**config.mk**
```make
export PLATFORM = sky130hd
export DESIGN_NAME = seq_cmd_decoder
export DESIGN_NICKNAME = d
export VERILOG_FILES = /design/src/rtl/seq_cmd_decoder.sv
export SDC_FILE = /design/constraint.sdc
export NUM_CORES = 1
export LEC_CHECK = 0
export BUFFER_PORTS_ARGS = -buffer_cell sky130_fd_sc_hd__buf_2
export CORE_UTILIZATION = 50
export CTS_CLUSTER_DIAMETER = 150
export DETAILED_ROUTE_END_ITERATION = 8
export PLACE_DENSITY_LB_ADDON = 0.25
export SLEW_MARGIN = 20
export SYNTH_ARGS = -nofsm -noshare
export SYNTH_HDL_FRONTEND = slang
export SYNTH_SLANG_ARGS = --single-unit
```
**constraint.sdc**
```tcl
create_clock -name iCLK -period 2.7 [get_ports iCLK]
set_input_delay 0.81 -clock iCLK [delete_from_list [all_inputs] [get_ports iCLK]]
set_output_delay 0.81 -clock iCLK [all_outputs]
set_load 0.01 [all_outputs]
```
**src/rtl/seq_cmd_decoder.sv**
```systemverilog
// Byte-stream command decoder feeding the sequence waveform generator.
// Frames SYNC/OPCODE/PAYLOAD/CHK, then holds mode and strobes ready flags for a fixed window.
//
// state    | meaning
// ---------+--------------------------------------------------------------
// HUNT     | waiting for SYNC_BYTE, other bytes dropped silently
// OPCODE   | expecting opcode byte
// PAYLOAD  | shifting payload bytes into holding register
// CHK      | expecting checksum byte
// EXEC     | frame accepted, mode and data registered this cycle
// STROBE   | flags high for STROBE_LEN cycles, then one flag-low hold cycle
module seq_cmd_decoder #(
  parameter logic [7:0] SYNC_BYTE    = 8'hA5,
  parameter int         STROBE_LEN   = 4,
  parameter int         TIMEOUT      = 50000,
  parameter logic [7:0] M_IDLE       = 8'h00,
  parameter logic [7:0] M_CMD_ARM    = 8'h01,
  parameter logic [7:0] M_SET_PERIOD = 8'h02,
  parameter logic [7:0] M_LOAD       = 8'h03,
  parameter logic [7:0] M_STOP       = 8'h04
) (
  input  logic        iCLK,
  input  logic        iNRST,
  input  logic [7:0]  iRX_DATA,
  input  logic        iRX_VALID,
  output logic [7:0]  oCTRL_MODE,
  output logic        oFLAG_TIME_READY,
  output logic        oFLAG_CH_VAL_READY,
  output logic [7:0]  oDATA_CHANNEL,
  output logic [47:0] oDATA_TIME,
  output logic        oDATA_CH_VAL,
  output logic        oBUSY,
  output logic        oERR_PULSE,
  output logic [2:0]  oERR_CODE,
  output logic [7:0]  oERR_COUNT
);

  localparam logic [7:0]  OP_ARM   = 8'h01;
  localparam logic [7:0]  OP_SET   = 8'h02;
  localparam logic [7:0]  OP_LOAD  = 8'h03;
  localparam logic [7:0]  OP_STOP  = 8'h04;
  localparam logic [2:0]  ERR_CHK  = 3'd1;
  localparam logic [2:0]  ERR_OP   = 3'd2;
  localparam logic [2:0]  ERR_OVR  = 3'd3;
  localparam logic [2:0]  ERR_TO   = 3'd4;
  localparam logic [3:0]  STB_LOAD = 4'(STROBE_LEN);
  localparam logic [15:0] TO_LIMIT = 16'(TIMEOUT);

  typedef enum logic [2:0] {
    S_HUNT, S_OPCODE, S_PAYLOAD, S_CHK, S_EXEC, S_STROBE
  } state_t;

  state_t       r_state;
  state_t       w_next;
  logic [7:0]   r_op;
  logic [7:0]   r_chk;
  logic [63:0]  r_shift;
  logic [3:0]   r_pay_cnt;
  logic [15:0]  r_to_cnt;
  logic [3:0]   r_stb_cnt;
  logic         w_err;
  logic [2:0]   w_err_code;
  logic         w_frame_ok;
  logic         w_timeout;
  logic         w_in_frame;

  assign w_in_frame = (r_state == S_OPCODE) || (r_state == S_PAYLOAD) || (r_state == S_CHK);
  // A byte landing in the terminal-count cycle wins over the timeout.
  assign w_timeout  = (r_to_cnt == TO_LIMIT) && !iRX_VALID;
  assign oBUSY      = (r_state != S_HUNT);

  always_ff @(posedge iCLK or negedge iNRST) begin
    if (!iNRST) r_state <= S_HUNT;
    else        r_state <= w_next;
  end

  always_comb begin
    w_next     = r_state;
    w_err      = 1'b0;
    w_err_code = 3'd0;
    w_frame_ok = 1'b0;
    case (r_state)
      S_HUNT: begin
        if (iRX_VALID && (iRX_DATA == SYNC_BYTE)) w_next = S_OPCODE;
      end
      S_OPCODE: begin
        if (iRX_VALID) begin
          if ((iRX_DATA == OP_ARM) || (iRX_DATA == OP_STOP)) begin
            w_next = S_CHK;
          end else if ((iRX_DATA == OP_SET) || (iRX_DATA == OP_LOAD)) begin
            w_next = S_PAYLOAD;
          end else begin
            w_err      = 1'b1;
            w_err_code = ERR_OP;
            w_next     = S_HUNT;
          end
        end else if (w_timeout) begin
          w_err      = 1'b1;
          w_err_code = ERR_TO;
          w_next     = S_HUNT;
        end
      end
      S_PAYLOAD: begin
        if (iRX_VALID) begin
          if (r_pay_cnt == 4'd1) w_next = S_CHK;
        end else if (w_timeout) begin
          w_err      = 1'b1;
          w_err_code = ERR_TO;
          w_next     = S_HUNT;
        end
      end
      S_CHK: begin
        if (iRX_VALID) begin
          if (iRX_DATA == r_chk) begin
            w_frame_ok = 1'b1;
            w_next     = S_EXEC;
          end else begin
            w_err      = 1'b1;
            w_err_code = ERR_CHK;
            w_next     = S_HUNT;
          end
        end else if (w_timeout) begin
          w_err      = 1'b1;
          w_err_code = ERR_TO;
          w_next     = S_HUNT;
        end
      end
      S_EXEC: begin
        w_next = S_STROBE;
        if (iRX_VALID) begin
          w_err      = 1'b1;
          w_err_code = ERR_OVR;
        end
      end
      S_STROBE: begin
        if (r_stb_cnt == 4'd0) w_next = S_HUNT;
        if (iRX_VALID) begin
          w_err      = 1'b1;
          w_err_code = ERR_OVR;
        end
      end
      default: w_next = S_HUNT;
    endcase
  end

  always_ff @(posedge iCLK or negedge iNRST) begin
    if (!iNRST) begin
      r_op               <= '0;
      r_chk              <= '0;
      r_shift            <= '0;
      r_pay_cnt          <= '0;
      r_to_cnt           <= '0;
      r_stb_cnt          <= '0;
      oCTRL_MODE         <= M_IDLE;
      oFLAG_TIME_READY   <= 1'b0;
      oFLAG_CH_VAL_READY <= 1'b0;
      oDATA_CHANNEL      <= '0;
      oDATA_TIME         <= '0;
      oDATA_CH_VAL       <= 1'b0;
      oERR_PULSE         <= 1'b0;
      oERR_CODE          <= '0;
      oERR_COUNT         <= '0;
    end else begin
      if (w_in_frame && !iRX_VALID && (w_next == r_state)) r_to_cnt <= r_to_cnt + 16'd1;
      else                                                  r_to_cnt <= '0;

      case (r_state)
        S_HUNT: r_chk <= '0;
        S_OPCODE: begin
          if (iRX_VALID) begin
            r_op      <= iRX_DATA;
            r_chk     <= iRX_DATA;
            r_pay_cnt <= (iRX_DATA == OP_SET) ? 4'd6 : 4'd8;
          end
        end
        S_PAYLOAD: begin
          if (iRX_VALID) begin
            r_chk     <= r_chk ^ iRX_DATA;
            r_shift   <= {r_shift[55:0], iRX_DATA};
            r_pay_cnt <= r_pay_cnt - 4'd1;
          end
        end
        S_EXEC: begin
          r_stb_cnt          <= STB_LOAD;
          oFLAG_TIME_READY   <= (r_op == OP_SET) || (r_op == OP_LOAD);
          oFLAG_CH_VAL_READY <= (r_op == OP_LOAD);
        end
        S_STROBE: begin
          if (r_stb_cnt != 4'd0) begin
            r_stb_cnt <= r_stb_cnt - 4'd1;
            if (r_stb_cnt == 4'd1) begin
              oFLAG_TIME_READY   <= 1'b0;
              oFLAG_CH_VAL_READY <= 1'b0;
            end
          end else begin
            oCTRL_MODE <= M_IDLE;
          end
        end
        default: ;
      endcase

      // LOAD payload: channel, 6 time bytes MSB first, value byte (bit0 only).
      if (w_frame_ok) begin
        case (r_op)
          OP_ARM:  oCTRL_MODE <= M_CMD_ARM;
          OP_STOP: oCTRL_MODE <= M_STOP;
          OP_SET: begin
            oCTRL_MODE <= M_SET_PERIOD;
            oDATA_TIME <= r_shift[47:0];
          end
          OP_LOAD: begin
            oCTRL_MODE    <= M_LOAD;
            oDATA_CHANNEL <= r_shift[63:56];
            oDATA_TIME    <= r_shift[55:8];
            oDATA_CH_VAL  <= r_shift[0];
          end
          default: oCTRL_MODE <= M_IDLE;
        endcase
      end

      oERR_PULSE <= w_err;
      if (w_err) begin
        oERR_CODE <= w_err_code;
        if (oERR_COUNT != 8'hFF) oERR_COUNT <= oERR_COUNT + 8'd1;
      end
    end
  end

endmodule

```
==> Flow_metrics.wiki <==
{| class="wikitable"
! Metric !! Value
|-
| Highest routed metal layer || met4
|-
| Iteration-0 DRC Markers || 440
|-
| Final Slew Violations || 0
|-
| Met3 Wirelength || roughly 640 µm
|-
| CP Cell Sequence || buf_4, or3_1, buf_2
|-
| Cell taking the most area after synthesis || sky130_fd_sc_hd__dfrtp_1
|-
| Number of placement rows || 46
|-
| Critical path endpoint category || output pin
|-
| Synthesis-to-layout area growth || 17.27%
|-
| Total length of routed met2 wires || 8.166 mm
|-
| Routed wire length || ~17 mm
|-
| Worst-case hold slack || just over 300 ps
|-
| Drt via density || approximately 5.3
|-
| Fin nets || between 800 and 900
|-
| Total of flip-flops plus latches after synthesis || 181
|-
| Clock tree sinks || between 150 and 200
|-
| Routed met1 length || 7.781 mm
|-
| Data arrival time of the worst path || 1620 ps
|-
| Status || complete, no violations
|-
| Maximum Capacitance Violations || 0
|-
| Mean routed wirelength per cell || approximately 16 µm
|-
| Core area || about 0.016 mm²
|-
| Height of the die || between 100 and 150 µm
|-
| Port Buffers || 85
|-
| Maximum number of pins on one net before global-route repair || slightly below 100
|-
| F_max || between 0.4 and 0.5 GHz
|-
| Total count of hold-check failures in the final report || 0
|-
| Async set-reset flop share out of synthesis || 1.000
|-
| Period minus WS final || around 2400 ps
|-
| Global router's overall resource usage || 0.2167
|-
| Kind of start point of the critical path || flip-flop
|-
| Crit path setup slack, layout || 272.1 ps
|-
| Post-cts hold buffer count || 0
|-
| Final cycle utilization of the critical path || 0.8992
|-
| Aggregate global routing overflow || 0
|-
| Sequential area share after synthesis || 0.5544
|-
| Die X || roughly 130 µm
|-
| Clock tree from TritonCTS || yes
|-
| Number of failing setup endpoints in the final timing report || 0
|-
| Final Core Density || 0.6010
|-
| CP Max Fanout || 12
|-
| Worst-Skew Late Latency || about 420 ps
|-
| Residual antenna-violating net count after detailed routing || 0
|-
| IR drop worst, VDD || 458.0 µV
|-
| Effective utilization at floorplan || 0.5125
|-
| Worst setup slack after placement || -62.55 ps
|-
| Class of the most critical hold timing path || primary input to async pin
|-
| Clock transition at the registers of the reported paths || 70 ps
|-
| Clock root buffer || sky130_fd_sc_hd__clkbuf_16
|-
| Number of remaining DRC errors || 0
|-
| Wire length of the first global-routing pass || about 28 mm
|-
| Crit path kind || flip-flop to output pin
|-
| Delay of the slowest cell on the worst path || around 440 ps
|-
| Post-Synthesis Cell Area || slightly above 0.008 mm²
|-
| Post-synth EDFFs || 0
|-
| Fill cell total of the finished layout || about 1300
|-
| Total number of H-tree levels || 4
|-
| Number of warnings printed during yosys synthesis || 0
|-
| Quantity of gates resized following cts || 0
|-
| Final clock skew || about 9.6 ps
|-
| Crit path required time || 1890 ps
|-
| Total Die Area || around 0.017 mm²
|-
| Initial antenna violation count || 0
|-
| Flip-flop cell with the highest count after synthesis || sky130_fd_sc_hd__dfrtp_1
|-
| Leakage power summed over all cells || 4.973 nW
|-
| DR pass1 iterations || 5
|-
| Library cell contributing the largest single delay on the critical path || sky130_fd_sc_hd__dfrtp_1
|-
| Buffers inserted during post-CTS setup optimization || 0
|-
| Largest buffer count on any clock path || 2
|-
| I/O Pins || 91
|-
| Total negative setup slack || 0 ps
|-
| GP Congestion || ~0.8
|-
| Setup repair after global routing missed its margin || no
|-
| Cell types with the largest area share after synthesis || sky130_fd_sc_hd__dfrtp_1 55%, sky130_fd_sc_hd__mux2_2 11%, sky130_fd_sc_hd__mux2i_1 6.0%
|-
| Vias in the first global route || about 5600
|-
| Power per Cell Area || just under 600 mW/mm²
|-
| Number of diodes || 0
|-
| Via total after detailed routing || between 5000 and 6000
|-
| Fraction of layout cells with a size suffix above 1 || 0.2938
|-
| Synthesized area per cell || 11.25 µm²
|-
| Share of the synthesized area in the top cell type || 0.5544
|-
| Syn Inst Count || 726
|-
| Total CTS buffers || 17
|-
| Total Power Consumption || 5.531 mW
|-
| HPWL after detailed placement || between 10 and 15 mm
|-
| Number of library cell types mapped by synthesis || between 50 and 60
|}
-- area by class of cell --
cell class,count,area (µm²),share of cell area
tap,216,270.3,0.02821
inverter,14,52.55,0.005484
timing repair buffer,116,726.9,0.07587
clock buffer,19,442.9,0.04623
clock inverter,13,146.4,0.01528
sequential,181,4529,0.4727
multi-input combinational,491,3413,0.3562
-- routing by layer --
| metal | vias up | global-route usage |
|---|---|---|
| li1 | 2705 | - |
| met4 | 0 | 0.06293 |
| met2 | 115 | 0.3595 |
| met5 | - | 0 |
| met1 | 2765 | 0.2884 |
| met3 | 13 | 0.04469 |
-- power breakdown --
part	total [mW]	internal (mW)	leakage, nW	switching, mW
Clock	2.47	1.40	0.290	1.06
Combinational	0.257	0.103	2.20	0.154
Sequential	2.81	2.76	2.49	0.0451
-- logic make-up after synthesis --
| logic type | share of synthesized area |
|---|---|
| AO/OA/AOI/OAI | 0.07198 |
| flip-flops | 0.5544 |
| multiplexers | 0.1776 |
| adder cells (fa/ha/maj) | 0.01072 |
| buffers and inverters | 0.03093 |
| other | 0.0004590 |
| XOR/XNOR | 0.02573 |
| AND/OR/NAND/NOR | 0.1282 |
-- placed cells by master (no fill, tap or decap), types with 14 or more instances in the layout --
cell type,count
sky130_fd_sc_hd__dfrtp_1,181
sky130_fd_sc_hd__buf_2,84
sky130_fd_sc_hd__mux2_2,83
sky130_fd_sc_hd__nand2_1,73
sky130_fd_sc_hd__nor2_1,63
sky130_fd_sc_hd__o21ai_0,58
sky130_fd_sc_hd__mux2i_1,49
sky130_fd_sc_hd__a21oi_1,27
sky130_fd_sc_hd__buf_4,26
sky130_fd_sc_hd__nand3_1,22
sky130_fd_sc_hd__clkbuf_16,17
sky130_fd_sc_hd__xnor2_1,16
sky130_fd_sc_hd__inv_1,14
-- registers in the layout, indices dropped and copies added, names as in the netlist --
register,flops
oFLAG_TIME_READY,1
oERR_PULSE,1
r_op,8
oCTRL_MODE,3
r_stb_cnt,4
oDATA_CHANNEL,8
oDATA_TIME,48
r_chk,8
oFLAG_CH_VAL_READY,1
oERR_COUNT,8
r_pay_cnt,4
r_shift,64
oERR_CODE,3
r_state,3
r_to_cnt,16
oDATA_CH_VAL,1
-- cells in the mapped netlist (all sizes together) (2+ instances only) --
master and number:
a21oi 27, a31o 2, and2 3, and3 5, and4 3, buf 15
clkbuf 29, dfrtp 181, ha 7, inv 14, mux2 85, mux2i 49
nand2 75, nand2b 6, nand3 23, nand4 7, nand4b 3, nor2 63
nor2b 2, nor3 9, o211ai 4, o21a 2, o21ai 59, o22ai 2
or2 2, or3 6, or4 2, or4b 2, xnor2 16, xor2 8
-- stage by stage --
stage | instance area, µm² | cells
after floorplan | 8185 | 730
after global placement | 8992 | 1018
after detailed placement | 8992 | 1018
after CTS | 9582 | 1050
after global routing | 9582 | 1050
final | 9582 | 1050
-- path summary, 6_finish.rpt --
kind                               endpoint  slack (ps)  cells past startpoint            from
max                                   oBUSY         270                      3      r_state[0]
min                          oDATA_TIME[33]         310                      1           iNRST
max reg2reg                  oDATA_TIME[28]         400                      7         r_op[3]
min reg2reg                  oDATA_TIME[11]         470                      2  oDATA_TIME[11]
max in group asynchronous  oDATA_CHANNEL[3]        1710                      2           iNRST
min in group iCLK            oDATA_TIME[11]         470                      2  oDATA_TIME[11]
-- critical path, delay by kind of cell, from the launching register on --
family | cells | cell delay, ps
flops | 1 | 440
simple gates | 1 | 390
buf+inv | 2 | 360
No activity file was read; power rests on OpenSTA's default activity.
